--- src/rtl/qpsk_mapper.sv ---
// QPSK / DQPSK symbol mapper: pulls packet bits one at a time from the serializer,
// pairs them into dibits and presents signed I/Q amplitudes on a valid/ready port.
module qpsk_mapper #(
    parameter int SIZE_BIT_PACK = 1976,
    parameter int SIZE_AMPL     = 12,
    parameter int AMPL          = 1448,
    parameter bit DIFF_ENC      = 1'b1,
    parameter int SIZE_CNT      = $clog2(SIZE_BIT_PACK)
) (
    input  logic                        i_clk,
    input  logic                        i_reset,
    input  logic                        i_enable,
    output logic                        o_bit_req,
    input  logic                        i_bit,
    input  logic                        i_bit_valid,
    output logic signed [SIZE_AMPL-1:0] o_i,
    output logic signed [SIZE_AMPL-1:0] o_q,
    output logic                        o_valid,
    input  logic                        i_ready,
    output logic                        o_frame_start,
    output logic                        o_busy
);

    // Handshake: a symbol transfers on a rising clock edge where o_valid && i_ready;
    // o_valid never drops and o_i/o_q/o_frame_start never change until that transfer.
    localparam logic [2:0] S_IDLE = 3'd0;
    localparam logic [2:0] S_REQ  = 3'd1;
    localparam logic [2:0] S_WAIT = 3'd2;
    localparam logic [2:0] S_CAPT = 3'd3;
    localparam logic [2:0] S_OUT  = 3'd4;

    localparam logic [SIZE_AMPL-1:0] L_POS      = SIZE_AMPL'(AMPL);
    localparam logic [SIZE_AMPL-1:0] L_NEG      = SIZE_AMPL'(-AMPL);
    localparam logic [SIZE_CNT-1:0]  L_CNT_LAST = SIZE_CNT'(SIZE_BIT_PACK - 1);

    logic [2:0]           r_state;
    logic [SIZE_CNT-1:0]  r_cnt;
    logic                 r_half;
    logic                 r_b0;
    logic                 r_first;
    logic [1:0]           r_phase;
    logic [SIZE_AMPL-1:0] r_i;
    logic [SIZE_AMPL-1:0] r_q;
    logic                 r_frame_start;

    logic [1:0]           w_inc;
    logic [1:0]           w_phase_next;
    logic                 w_neg_i;
    logic                 w_neg_q;
    logic [SIZE_CNT-1:0]  w_cnt_next;

    // Gray phase increment: (0,0)=0, (0,1)=1, (1,1)=2, (1,0)=3; i_bit is b1 here.
    always_comb begin
        w_inc        = {r_b0, r_b0 ^ i_bit};
        w_phase_next = r_first ? w_inc : (r_phase + w_inc);
        w_neg_i      = r_b0;
        w_neg_q      = i_bit;
        if (DIFF_ENC) begin
            w_neg_i = w_phase_next[1] ^ w_phase_next[0];
            w_neg_q = w_phase_next[1];
        end
        w_cnt_next = (r_cnt == L_CNT_LAST) ? '0 : (r_cnt + 1'b1);
    end

    always_ff @(posedge i_clk) begin
        if (i_reset) begin
            r_state       <= S_IDLE;
            r_cnt         <= '0;
            r_half        <= 1'b0;
            r_b0          <= 1'b0;
            r_first       <= 1'b0;
            r_phase       <= 2'd0;
            r_i           <= '0;
            r_q           <= '0;
            r_frame_start <= 1'b0;
        end else begin
            case (r_state)
                S_IDLE: if (i_enable) r_state <= S_REQ;
                S_REQ:  r_state <= S_WAIT;
                S_WAIT: r_state <= S_CAPT;
                S_CAPT: begin
                    if (!i_bit_valid) begin
                        r_state <= S_REQ;
                    end else begin
                        r_cnt <= w_cnt_next;
                        if (!r_half) begin
                            r_b0    <= i_bit;
                            r_first <= (r_cnt == '0);
                            r_half  <= 1'b1;
                            r_state <= S_REQ;
                        end else begin
                            r_half        <= 1'b0;
                            r_i           <= w_neg_i ? L_NEG : L_POS;
                            r_q           <= w_neg_q ? L_NEG : L_POS;
                            r_frame_start <= r_first;
                            if (DIFF_ENC) r_phase <= w_phase_next;
                            r_state       <= S_OUT;
                        end
                    end
                end
                S_OUT: if (i_ready) r_state <= i_enable ? S_REQ : S_IDLE;
                default: r_state <= S_IDLE;
            endcase
        end
    end

    assign o_bit_req     = (r_state == S_REQ);
    assign o_valid       = (r_state == S_OUT);
    assign o_busy        = (r_state != S_IDLE);
    assign o_i           = r_i;
    assign o_q           = r_q;
    assign o_frame_start = r_frame_start;

endmodule
--- config.mk ---
export PLATFORM = sky130hd
export DESIGN_NAME = qpsk_mapper
export DESIGN_NICKNAME = d
export VERILOG_FILES = /design/src/rtl/qpsk_mapper.sv
export SDC_FILE = /design/constraint.sdc
export NUM_CORES = 1
export LEC_CHECK = 0
export BUFFER_PORTS_ARGS = -buffer_cell sky130_fd_sc_hd__buf_2
export CORE_MARGIN = 2
export CORE_UTILIZATION = 52
export CTS_CLUSTER_DIAMETER = 80
export CTS_CLUSTER_SIZE = 12
export DETAILED_ROUTE_END_ITERATION = 8
export PLACE_DENSITY = 0.91
export SLEW_MARGIN = 20
export SYNTH_ARGS = -nofsm -noshare
export SYNTH_HDL_FRONTEND = slang
export SYNTH_SLANG_ARGS = --single-unit
--- constraint.sdc ---
create_clock -name i_clk -period 2.1 [get_ports i_clk]
set_input_delay 0.42 -clock i_clk [delete_from_list [all_inputs] [get_ports i_clk]]
set_output_delay 0.42 -clock i_clk [all_outputs]
set_load 0.005 [all_outputs]
==> impl_metrics.yaml, run 1 <==
setup_path:
  r2r_slack_ns: 0.33
  crit_chain: "and4b_1 > nand4_1 > o21ai_2 > a21oi_1"
  path_max_fanout: 10
  slowest_delay_ns: 0.48
  critical_path_buf_inv_count: 0
  worst_setup_path_start_kind: "flop"
  arrival_ns: 1.96
  slowest_stage: "dfxtp_1"
  critPathTopFamily: "simple AND/OR/NAND/NOR gates"
  critPathCaptureType: "flop"
  worstSetupPathType: "flop to flop"
  critPathRequiredTime_ns: 2.29
clocking:
  cts.sinks: 24
  cts_resized: 0
  clkTransAtPathRegs_ns: 0.14
  clk-insertion-delay-late_ns: 0.32
  cts_buffers: 3
  cts.path.max_buffers: 2
  cts_max_level: 1
  cts_hold_buf: 0
  cts_setup_buffers: 0
  cts_tree: "done"
  cts_root_buffer: "clkbuf_4"
pwr:
  power_mw: 0.904
  comb_power_share_pct: 9.6
  switching_share_pct: 22.2
  p_leak_nw: 0.586
  pwr-share-clk_pct: 36.4
  p_per_area_mw_per_mm2: 660
  ir_drop_uv: 691
  seqPwrFrac_pct: 53.9
  p_int_mw: 0.704
  p_sw_mw: 0.200
logic_synthesis:
  syn_area_mm2: 0.00132
  synth_xor_xnor_area_share_pct: 7.32
  synth_mux_area_share_pct: 0.856
  syn_avg_cell_area_um2: 8.44
  synth-seq-cells: 24
  yosys.area_share.simple_pct: 26.2
  netlist_top_cells_area: "dfxtp_1 37%, buf_4 11%, xnor2_1 5.3%"
  yosysUniqueCellTypes: 36
  synth_fa_ha_area_share_pct: 2.85
  synth_top_family_by_area: "simple AND/OR/NAND/NOR gates"
  ys_warn_count: 0
  synth_seq_area_share_pct: 36.5
  synthCells: 156
  synth_area_leader_cell: "dfxtp_1"
  yosysTopAreaCellShare_pct: 36.5
  synth-compound-area-share_pct: 9.60
grt:
  grt_max_degree: 15
  grt_pass1_vias: 907
  overflow: 0
  grtUsageTotal_pct: 17.4
  antenna_found_initial: 0
  grt_pass1_wl_um: 3770
layout:
  synthToLayoutAreaGrowth_pct: 4.18
  n_antenna_cell: 0
  layout_commonest_cell: "buf_2"
  final_nets: 177
  drive_above_1_share_pct: 22.2
  layout_common_cells: "27 x buf_2, 24 x dfxtp_1, 16 x nor2_1"
route:
  via_count: 1032
  drt_wl_total_um: 2280
  drc: 0
  drt_iter0_drc: 12
  drtPass1Iterations: 4
  vias_per_cell: 5.24
  antenna_left: 0
  wl_per_cell_um: 11.6
placed_design:
  gp_congestion: 0.832
  hpwlAfterDp_um: 1700
  portBuffers: 27
sta:
  final-max-slew-violation-count: 0
  clock.fmax_ghz: 0.564
  finalHoldViolCount: 0
  rsz0062_at_grt: "no"
  tns_ns: 0
  setup_violations: 0
  period_minus_slack_ns: 1.77
  fin_crit_sh_pct: 84.4
  finClkSkew_ns: 0.0119
outcome:
  status: "finished clean"
floorplan:
  core_area_mm2: 0.00243
  dieArea_mm2: 0.00295
  die_y_um: 54.3
  io_pins: 34
  die_w_um: 54.3
  start_util_pct: 54.1
  row_count: 18
job:
  maxCapViolations: 0
min_path:
  hold_path_class: "input port to flop"
[kinds of logic (layout without fill, tap and decap cells)]
group,Yosys count,count (layout)
buffers and inverters,31,37
AO/OA/AOI/OAI,21,21
other,1,6
AND/OR/NAND/NOR,64,64
adder cells (fa/ha/maj),3,3
flip-flops,24,24
XOR/XNOR,11,11
multiplexers,1,1
[metrics by stage]
| step | utilization (%) | hold slack (ns) | worst slack [ns] | area (um^2) | std cells |
|---|---|---|---|---|---|
| after floorplan | - | 0.441 | 0.334 | 1340 | 161 |
| after global placement | 54.2 | 0.443 | 0.201 | 1320 | 193 |
| after detailed placement | 54.2 | 0.445 | 0.167 | 1320 | 193 |
| after CTS | 56.4 | 0.342 | 0.325 | 1370 | 197 |
| after global routing | 56.4 | 0.351 | 0.162 | 1370 | 197 |
| final | 56.4 | 0.358 | 0.327 | 1370 | 197 |
[power groups by stage]
stage / logic [mW] / registers (mW) / clock network (mW)
final: 0.0872 / 0.488 / 0.329
after CTS: 0.0880 / 0.488 / 0.340
after floorplan: 0.0943 / 0.484 / 0
after global routing: 0.0986 / 0.493 / 0.364
after detailed placement: 0.0879 / 0.498 / 0
after global placement: 0.0859 / 0.498 / 0
[layer usage]
layer,GRT usage (%),part of all wire [%],wire (um),up-vias
li1,-,-,-,527
met1,20.1,43,986,473
met2,30.5,50,1140,30
met3,5.19,5.9,135,2
met4,5.42,0.57,13,0
met5,0,0,0,-
[final cells by class]
class / instances / area, um^2
fillers: 231 / 1060
multi-input cells: 106 / 639
flip-flops and latches: 24 / 480
repair buffers: 28 / 143
well taps: 30 / 37.5
clock inverters: 1 / 30.0
clock buffers: 3 / 22.5
inverters: 5 / 18.8
[worst paths after layout]
check                                                 from                    endpoint  depth (start not counted)
worst max register to register     r_state[1]$_SDFFE_PP0P_      r_cnt[10]$_SDFFE_PP0P_                          4
worst min register to register  o_frame_start$_SDFFE_PP0P_  o_frame_start$_SDFFE_PP0P_                          2
worst max-delay path               r_state[1]$_SDFFE_PP0P_      r_cnt[10]$_SDFFE_PP0P_                          4
worst min-delay path                                 i_bit           r_b0$_SDFFE_PP0P_                          3
[flip-flops by register name, indices dropped and copies added, names as in the netlist]
signal / flops
r_phase: 1
o_i: 3
r_b0: 1
r_first: 1
r_half: 1
o_frame_start: 1
r_cnt: 11
r_state: 3
o_q: 2
[cell usage after synthesis]
cell       instances
buf_4             20
and4b_1            1
ha_1               3
nand4_4            1
clkbuf_1           2
o21a_1             1
nor2_1            16
nor3_1             4
buf_2              1
inv_1              5
o21ai_2            1
dfxtp_1           24
nand3_1            6
buf_6              3
and2_4             1
a211oi_1           1
o31a_1             1
o21ai_0            5
nor4_1             3
xnor2_1            8
nand4b_1           1
nand4_1            5
a2bb2oi_1          1
mux2_2             1
a21oi_1           10
nor4b_1            1
and4_4             1
nand2b_1           1
and2_1             3
conb_1             1
nand2_1           14
nor3b_1            1
and3_1             1
o211a_1            1
or3_1              4
xor2_1             3
[worst register-to-register path, cell delays in order (launching register included)]
cell and delay, ns:
dfxtp_1 0.48, and4b_1 0.48, nand4_1 0.19, o21ai_2 0.41, a21oi_1 0.09
No activity file was read; power rests on OpenSTA's default activity.
==> inputs of run 2 (changes only) <==
Clock period 2.1 ns to 1.81 ns, I/O delays scaled along.
==> run 2 against run 1 <==
Utilization up 0.72 points; register-to-register slack got worse by 0.29 ns; fmax hardly changed; cell count up 1.5%; clock power shrank 16%; sequential cell count unchanged; via count grew 3.6%; worst hold slack lost 0.065 ns; largest power group unchanged; critical path depth up 2; sequential power up 16%; clock skew is 0.0082 ns lower.
==> impl_metrics.yaml, run 2 (synthesis gave the netlist of run 1 again) <==
setup_path:
  worstSetupPathType: "flop to flop"
  path_max_fanout: 4
  worst_setup_path_start_kind: "flop"
  critPathCaptureType: "flop"
  critPathRequiredTime_ns: 2.03
  arrival_ns: 1.99
clocking:
  cts.sinks: 24
  cts_max_level: 1
  cts_buffers: 3
  cts_root_buffer: "clkbuf_4"
  cts_resized: 0
  cts_tree: "done"
  cts.path.max_buffers: 2
  cts_setup_buffers: 0
  cts_hold_buf: 0
  clk-insertion-delay-late_ns: 0.31
  clkTransAtPathRegs_ns: 0.13
route:
  drc: 0
  drt_iter0_drc: 9
  drt_wl_total_um: 2390
  antenna_left: 0
  vias_per_cell: 5.35
  via_count: 1069
  wl_per_cell_um: 11.9
  drtPass1Iterations: 4
sta:
  setup_violations: 0
  fin_crit_sh_pct: 98.0
  final-max-slew-violation-count: 0
  finalHoldViolCount: 0
  finClkSkew_ns: 0.00371
  setup_ws_ns: 0.0358
  clock.fmax_ghz: 0.564
  period_minus_slack_ns: 1.77
  tns_ns: 0
floorplan:
  die_y_um: 54.3
  start_util_pct: 54.1
  die_w_um: 54.3
  io_pins: 34
  row_count: 18
  core_area_mm2: 0.00243
  dieArea_mm2: 0.00295
layout:
  synthToLayoutAreaGrowth_pct: 5.51
  layout_commonest_cell: "buf_2"
  fin_util_pct: 57.1
  largest_register: "r_cnt"
  n_antenna_cell: 0
  drive_above_1_share_pct: 25.3
  largest_reg_flops: 11
  nFillCells: 234
  final_nets: 180
  layout_common_cells: "27 x buf_2, 23 x dfxtp_1, 16 x nor2_1"
job:
  maxCapViolations: 0
placed_design:
  hpwlAfterDp_um: 1790
  portBuffers: 27
  place_ws_ns: -0.0729
  gp_congestion: 0.794
grt:
  grtUsageTotal_pct: 18.2
  grt_pass1_vias: 974
  overflow: 0
  grt_max_degree: 14
  grt_pass1_wl_um: 3910
  antenna_found_initial: 0
pwr:
  p_per_area_mw_per_mm2: 684
  ir_drop_uv: 558
  p_leak_nw: 0.597
outcome:
  status: "finished clean"
min_path:
  hold_path_class: "input port to flop"
[run 2: path summary, 6_finish.rpt]
path                         startpoint                          to  slack, ns  cells after the start
max                   r_b0$_SDFFE_PP0P_         o_i[9]$_SDFFE_PP0P_       0.04                      6
min reg2reg  o_frame_start$_SDFFE_PP0P_  o_frame_start$_SDFFE_PP0P_       0.47                      2
min                               i_bit           r_b0$_SDFFE_PP0P_       0.29                      3
max reg2reg           r_b0$_SDFFE_PP0P_         o_i[9]$_SDFFE_PP0P_       0.04                      6
[run 2: metrics by stage]
stage / area, um^2 / instances / hold WS (ns) / total power [mW]
floorplan: 1340 / 161 / 0.439 / 0.671
global route: 1390 / 200 / 0.272 / 1.01
detailed placement: 1340 / 196 / 0.451 / 0.684
global placement: 1340 / 196 / 0.442 / 0.680
CTS: 1380 / 200 / 0.295 / 0.961
finish: 1390 / 200 / 0.292 / 0.951
[run 2: final cells by class]
class / count / area (um^2) / share of cell area (%)
Clock buffer: 4 / 36.3 / 2.61
Inverter: 5 / 18.8 / 1.35
Multi-Input combinational cell: 106 / 649 / 46.8
Sequential cell: 24 / 482 / 34.7
Tap cell: 30 / 37.5 / 2.70
Timing Repair Buffer: 31 / 165 / 11.9
[run 2: worst max-delay path, cell delays in order, from the launching register on]
cell and delay (ns):
dfxtp_2 0.36, xor2_1 0.17, ha_1 0.19, xnor2_1 0.15, or3_4 0.36, and4_4 0.19
o31a_1 0.27
[run 2: power breakdown]
part           internal, mW  switching [mW]  leakage (nW)
registers             0.543          0.0246         0.194
clock network         0.123           0.154        0.0210
logic                0.0534          0.0534         0.381
[run 2: layer usage]
layer | part of all wire (%) | GRT usage [%]
met5 | 0 | 0
met4 | 0.46 | 4.58
met3 | 5.6 | 5.74
met2 | 51 | 35.5
met1 | 43 | 18.4
